`src/rtl/lifo_pkg.sv`:
```
// Shared types and sizing for the LIFO pop streamer.
// Optional feature macro: LIFO_POP_LAST_EN (adds a per-word last flag on the output stream).
package lifo_pkg;

   // Pop streamer control states
   typedef enum logic [1:0] {
      IDLE  = 2'd0,
      DRAIN = 2'd1,
      FLUSH = 2'd2
   } pop_state_t;

   // Skid buffer depth and the width needed to count 0..SKID_DEPTH entries
   localparam int unsigned SKID_DEPTH = 2;
   localparam int unsigned OCC_W      = $clog2(SKID_DEPTH + 1);

endpackage : lifo_pkg

```
`src/rtl/lifo_skid_buf.sv`:
```
// Two-entry skid buffer with same-cycle bypass: a word written while the buffer
// is empty is presented immediately and only stored if the sink does not take it.
module lifo_skid_buf
   import lifo_pkg::*;
#(
   parameter int unsigned DWIDTH = 8
) (
   input  logic              clk_i,
   input  logic              srst_i,
   input  logic              wr_i,
   input  logic [DWIDTH-1:0] data_i,
   output logic              valid_o,
   output logic [DWIDTH-1:0] data_o,
   input  logic              ready_i,
   output logic [OCC_W-1:0]  occupancy_o
);

   logic [DWIDTH-1:0] ent0_q, ent0_d;
   logic [DWIDTH-1:0] ent1_q, ent1_d;
   logic [OCC_W-1:0]  occ_q,  occ_d;
   logic              take;

   // Head selection, handshake and entry/occupancy update
   always_comb begin
      ent0_d  = ent0_q;
      ent1_d  = ent1_q;
      occ_d   = occ_q;
      valid_o = (occ_q != '0) | wr_i;
      data_o  = '0;
      if (occ_q != '0) begin
         data_o = ent0_q;
      end else if (wr_i) begin
         data_o = data_i;
      end
      take = valid_o & ready_i;

      case (occ_q)
         OCC_W'(0): begin
            if (wr_i && !ready_i) begin
               ent0_d = data_i;
               occ_d  = OCC_W'(1);
            end
         end
         OCC_W'(1): begin
            if (take) begin
               if (wr_i) begin
                  ent0_d = data_i;
               end else begin
                  occ_d = OCC_W'(0);
               end
            end else if (wr_i) begin
               ent1_d = data_i;
               occ_d  = OCC_W'(2);
            end
         end
         default: begin
            if (take) begin
               ent0_d = ent1_q;
               if (wr_i) begin
                  ent1_d = data_i;
               end else begin
                  occ_d = OCC_W'(1);
               end
            end
         end
      endcase
   end

   // Entry and occupancy registers
   always_ff @(posedge clk_i) begin
      if (srst_i) begin
         ent0_q <= '0;
         ent1_q <= '0;
         occ_q  <= '0;
      end else begin
         ent0_q <= ent0_d;
         ent1_q <= ent1_d;
         occ_q  <= occ_d;
      end
   end

   assign occupancy_o = occ_q;

endmodule : lifo_skid_buf

```
`src/rtl/lifo_pop_streamer.sv`:
```
// Drains a burst of words from a LIFO onto a valid/ready stream, hiding the
// LIFO read latency with a credit-controlled two-entry skid buffer.
// Optional feature macro: LIFO_POP_LAST_EN (adds out_last_o, stored per skid entry).
module lifo_pop_streamer
   import lifo_pkg::*;
#(
   parameter int unsigned DWIDTH = 8,
   parameter int unsigned AWIDTH = 3
) (
   input  logic              clk_i,
   input  logic              srst_i,
   input  logic              start_i,
   input  logic [AWIDTH:0]   burst_len_i,
   input  logic              lifo_empty_i,
   input  logic [DWIDTH-1:0] lifo_q_i,
   output logic              lifo_rdreq_o,
   output logic [DWIDTH-1:0] out_data_o,
   output logic              out_valid_o,
   input  logic              out_ready_i,
`ifdef LIFO_POP_LAST_EN
   output logic              out_last_o,
`endif
   output logic              busy_o,
   output logic              done_o,
   output logic [AWIDTH:0]   popped_o
);

   localparam int unsigned CW = AWIDTH + 1;
   localparam logic [CW-1:0] MAX_POP = CW'(1) << AWIDTH;
`ifdef LIFO_POP_LAST_EN
   localparam int unsigned SW = DWIDTH + 1;
`else
   localparam int unsigned SW = DWIDTH;
`endif

   pop_state_t        state_q, state_d;
   logic [CW-1:0]     burst_len_q, burst_len_d;
   logic [CW-1:0]     remaining_q, remaining_d;
   logic [CW-1:0]     popped_q, popped_d;
   logic              in_flight_q;
   logic              unlimited;
   logic              credit_ok;
   logic              rdreq_c;
   logic              done_c;
   logic [OCC_W-1:0]  skid_occ;
   logic [SW-1:0]     skid_wdata;
   logic [SW-1:0]     skid_rdata;
   logic              skid_valid;

   // Credit check on registered state only: stored words plus the word in flight
   // must leave room for the word about to be requested
   always_comb begin
      unlimited = (burst_len_q == '0);
      credit_ok = (({1'b0, skid_occ} + (OCC_W + 1)'(in_flight_q)) < (OCC_W + 1)'(SKID_DEPTH));
      rdreq_c   = (state_q == DRAIN) & !lifo_empty_i & ((remaining_q != '0) | unlimited)
                  & credit_ok & !srst_i;
      done_c    = (state_q == FLUSH) & !in_flight_q & (skid_occ == '0);
   end

   // Next-state and burst counter logic
   always_comb begin
      state_d     = state_q;
      burst_len_d = burst_len_q;
      remaining_d = remaining_q;
      popped_d    = popped_q;

      case (state_q)
         IDLE: begin
            if (start_i) begin
               state_d     = DRAIN;
               burst_len_d = burst_len_i;
               remaining_d = burst_len_i;
               popped_d    = '0;
            end
         end
         DRAIN: begin
            if ((!unlimited && (remaining_q == '0)) || lifo_empty_i) begin
               state_d = FLUSH;
            end
         end
         FLUSH: begin
            if (done_c) begin
               state_d = IDLE;
            end
         end
         default: state_d = IDLE;
      endcase

      if (rdreq_c) begin
         if (remaining_q != '0) begin
            remaining_d = remaining_q - CW'(1);
         end
         if (popped_q != MAX_POP) begin
            popped_d = popped_q + CW'(1);
         end
      end
   end

   // Control state, counters and read-in-flight tracking
   always_ff @(posedge clk_i) begin
      if (srst_i) begin
         state_q     <= IDLE;
         burst_len_q <= '0;
         remaining_q <= '0;
         popped_q    <= '0;
         in_flight_q <= 1'b0;
      end else begin
         state_q     <= state_d;
         burst_len_q <= burst_len_d;
         remaining_q <= remaining_d;
         popped_q    <= popped_d;
         in_flight_q <= rdreq_c;
      end
   end

`ifdef LIFO_POP_LAST_EN
   logic last_pend_q;

   // Remember that the request just issued took the final word of a sized burst
   always_ff @(posedge clk_i) begin
      if (srst_i) begin
         last_pend_q <= 1'b0;
      end else begin
         last_pend_q <= rdreq_c & !unlimited & (remaining_q == CW'(1));
      end
   end

   // Arriving word is last if it closed a sized burst or it emptied the LIFO
   assign skid_wdata = {last_pend_q | lifo_empty_i, lifo_q_i};
   assign out_last_o = skid_rdata[DWIDTH] & skid_valid;
`else
   assign skid_wdata = lifo_q_i;
`endif

   lifo_skid_buf #(
      .DWIDTH (SW)
   ) u_skid (
      .clk_i       (clk_i),
      .srst_i      (srst_i),
      .wr_i        (in_flight_q),
      .data_i      (skid_wdata),
      .valid_o     (skid_valid),
      .data_o      (skid_rdata),
      .ready_i     (out_ready_i),
      .occupancy_o (skid_occ)
   );

   assign out_data_o   = skid_rdata[DWIDTH-1:0];
   assign out_valid_o  = skid_valid;
   assign lifo_rdreq_o = rdreq_c;
   assign done_o       = done_c;
   assign busy_o       = (state_q != IDLE);
   assign popped_o     = popped_q;

endmodule : lifo_pop_streamer

```
`config.mk`:
```
export PLATFORM = sky130hd
export DESIGN_NAME = lifo_pop_streamer
export DESIGN_NICKNAME = d
export VERILOG_FILES = /design/src/rtl/lifo_pkg.sv /design/src/rtl/lifo_skid_buf.sv /design/src/rtl/lifo_pop_streamer.sv
export SDC_FILE = /design/constraint.sdc
export NUM_CORES = 1
export LEC_CHECK = 0
export ABC_AREA = 1
export ABC_CLOCK_PERIOD_IN_PS = 1950
export BUFFER_PORTS_ARGS = -buffer_cell sky130_fd_sc_hd__buf_2
export CAP_MARGIN = 20
export CORE_MARGIN = 2
export CORE_UTILIZATION = 54
export DETAILED_ROUTE_END_ITERATION = 7
export PLACE_DENSITY_LB_ADDON = 0.1
export SLEW_MARGIN = 20
export SYNTH_ARGS = -nofsm -noshare
export SYNTH_HDL_FRONTEND = slang
export SYNTH_SLANG_ARGS = --single-unit
```
`constraint.sdc`:
```
create_clock -name clk_i -period 1.95 [get_ports clk_i]
set_input_delay 0.0975 -clock clk_i [delete_from_list [all_inputs] [get_ports clk_i]]
set_output_delay 0.0975 -clock clk_i [all_outputs]
set_load 0.01 [all_outputs]
```
==> out/qor.yml <==
synthesis:
  synth_top_cell_by_area: "dfxtp_1"
  synthTopCellsByCount: "nand2_1 (61), o21ai_0 (36), dfxtp_1 (33)"
  ys_warn_count: 0
  synth_cell_types: 26
  synth.area.top_cells: "dfxtp_1 (38%), nand2_1 (13%), o21ai_0 (10%)"
  synth.avg_cell_area_um2: 6.777
  yosysMostFrequentCell: "nand2_1"
  syn_nets: 278
  synthCells: 257
  synth-seq-area-share_pct: 37.93
  synth-edff-count: 0
  synth.top_cell.area_share_pct: 37.93
  syn_area_um2: 1742
  ys.flop_type: "dfxtp_1"
  yosys_register_bits: 33
  async_reset_ff_share_pct: 0
sta:
  slew_violations: 0
  layout_min_cycle_time_ns: 1.809
  max_slew_margin_pct: 78.70
  fin_crit_sh_pct: 92.76
  setup_viol: 0
  tns_ns: 0
  rsz0062_at_grt: "false"
  skew_ns: 0.01287
  tightest_slew_ns: 0.3183
  hold_violations: 0
  fmax_mhz: 552.9
floorplan:
  core-area_um2: 3053
  die_area_um2: 3695
  die_x_um: 60.79
  initial_core_util_pct: 57.05
  die_height_um: 60.79
  ios: 33
  rows: 20
worst_setup_path:
  start_kind: "flop"
  critPathMaxFanout: 8
  reg2reg_slack_ns: 0.22
  rr_startpoint: "in_flight_q"
  r2r_cells: 8
  critical_path.cell_chain: "inv_1 -> ha_1 -> nand2_1 -> nor2_4 -> nand2_1 -> nand3_4 -> inv_2 -> buf_2"
  rr_endpoint: "u_skid.ent1_q[4]"
  worst-path-buf-inv: 3
  cp-end-kind: "output pin"
  crit_arrival_ns: 1.71
  cpPeakStageDelay_ns: 0.36
  crit_required_ns: 1.85
  cp_common_cell: "nand2_1"
  critPathKind: "flop to output pin"
  cp_top_family: "simple AND/OR/NAND/NOR gates"
  slowest_stage: "dfxtp_1"
global_routing:
  antenna_found_initial: 0
  grt_max_degree: 23
  grt_pass1_wl_um: 6265
  grt_pass1_vias: 1516
  grt.total_usage_pct: 23.00
  grt_remaining_overflow: 0
cts:
  cts_made_buffers: 5
  clk_latency_ns: 0.34
  clock_path_buffers: 2
  clock-root-buffer: "clkbuf_4"
  cts.clk_slew.worst_paths_ns: 0.10
  clock-sinks: 33
  cts_tree: "yes"
  ctsHtreeMaxLevel: 2
routing:
  drtIter0Drc: 85
  ant_nets: 0
  wl_per_cell_um: 11.19
  firstDrtPassIters: 4
  drcViolationCount: 0
  num_vias: 1672
  wl_um: 3792
  viasPerCell: 4.932
finish:
  layout-drive-gt1-share_pct: 21.02
  diodes: 0
  areaGrowthSynthToFinish_pct: 15.45
  fin_nets: 316
run:
  maxCapViolations: 0
pwr:
  ir_drop_mv: 0.4183
  power_density_nw_per_um2: 676.1
  total_power_w: 0.001359
  p_leak_nw: 0.9583
min_path:
  hold_path_end: "u_skid.ent1_q[6]"
  min-delay-start: "lifo_q_i[6]"
  min_path_cells: 3
  hold_class: "input port to flop"
placement:
  place.detailed.hpwl_um: 2658
  io_buffers: 32
  gp_congestion: 0.8963
run_status:
  status: "finished clean"
-- per-stage QoR --
step	area [um^2]	std cells	hold slack, ns	util [%]	worst slack (ns)
3_5_place_dp	1916	328	0.3890	62.75	0.1482
4_1_cts	1971	335	0.02930	64.55	0.01394
5_1_grt	2011	339	0.06414	65.86	0.003546
2_1_floorplan	1742	257	0.2603	-	0.2796
6_report	2011	339	0.04440	65.86	0.1412
3_3_place_gp	1916	328	0.3775	62.75	0.2204
-- state kept, by name, summed over array words and instances (netlist names), named ones only --
| name | count |
|---|---|
| u_skid.ent0_q | 8 |
| u_skid.ent1_q | 8 |
| burst_len_q | 4 |
| remaining_q | 4 |
| popped_o | 3 |
| state_q | 2 |
| u_skid.occupancy_o | 2 |
| in_flight_q | 1 |
-- metal layers --
layer / up-vias / wire (um) / global-route usage, %
li1: 887 / - / -
met1: 754 / 1854 / 29.53
met2: 24 / 1738 / 36.87
met3: 7 / 147 / 6.397
met4: 0 / 52 / 8.696
met5: - / 0 / 0
-- cells by family (layout without fill, tap and decap cells) --
group | after synthesis | count (layout) | share of synthesized area (%)
flip-flops | 33 | 33 | 37.93
buffers and inverters | 44 | 82 | 11.42
adder cells (fa/ha/maj) | 4 | 4 | 2.874
XOR/XNOR | 4 | 4 | 2.012
AND/OR/NAND/NOR | 110 | 110 | 27.30
AO/OA/AOI/OAI | 62 | 62 | 18.46
-- layout by cell type, fill, tap and decap left out, drive strengths merged --
master	Yosys	layout
a21oi	21	21
buf	6	39
clkbuf	2	7
dfxtp	33	33
ha	4	4
inv	36	36
nand2	62	62
nand3	9	9
nand4	2	2
nor2	35	35
nor3	1	1
o2111ai	1	1
o21ai	40	40
or2	1	1
xnor2	3	3
xor2	1	1
-- area by class of cell --
class / count / area [um^2]
Multi-Input combinational cell: 180 / 892.1
Timing Repair Buffer: 39 / 212.7
Inverter: 36 / 135.1
Clock buffer: 7 / 55.05
Fill cell: 302 / 1042
Sequential cell: 33 / 660.6
Tap cell: 44 / 55.05
-- power breakdown --
group / switching, W / total, W / internal, W
registers: 0.0000206 / 0.000724 / 0.000704
logic: 0.000146 / 0.000237 / 0.0000907
clock network: 0.000228 / 0.000398 / 0.000170
total: 0.000395 / 0.00136 / 0.000964
-- tightest hold or removal path: stages --
cell and delay [ns]:
buf_2 0.09, o21ai_0 0.07, nor2_1 0.08
-- repair_timing --
| action | 4_1_cts | 5_1_grt |
|---|---|---|
| hold buffers | 0 | 0 |
| gates resized for setup | 1 | 2 |
| pin swaps | 0 | 1 |
| setup buffers | 0 | 4 |
| endpoints found under the setup margin | 1 | 9 |
| hold endpoints to repair | 0 | 0 |
-- worst max-delay path by stage --
| stage | start | endpoint | slack [ns] | cells past startpoint |
|---|---|---|---|---|
| 6_report | remaining_q[0] | lifo_rdreq_o | 0.14 | 8 |
| 3_3_place_gp | in_flight_q | u_skid.ent1_q[2] | 0.22 | 8 |
| 5_1_grt | in_flight_q | u_skid.ent1_q[0] | 0.004 | 8 |
| 3_5_place_dp | in_flight_q | u_skid.ent1_q[7] | 0.15 | 8 |
| 2_1_floorplan | u_skid.occupancy_o[1] | u_skid.ent1_q[5] | 0.28 | 9 |
| 4_1_cts | remaining_q[0] | lifo_rdreq_o | 0.01 | 8 |
(Power assumes the default switching activity.)
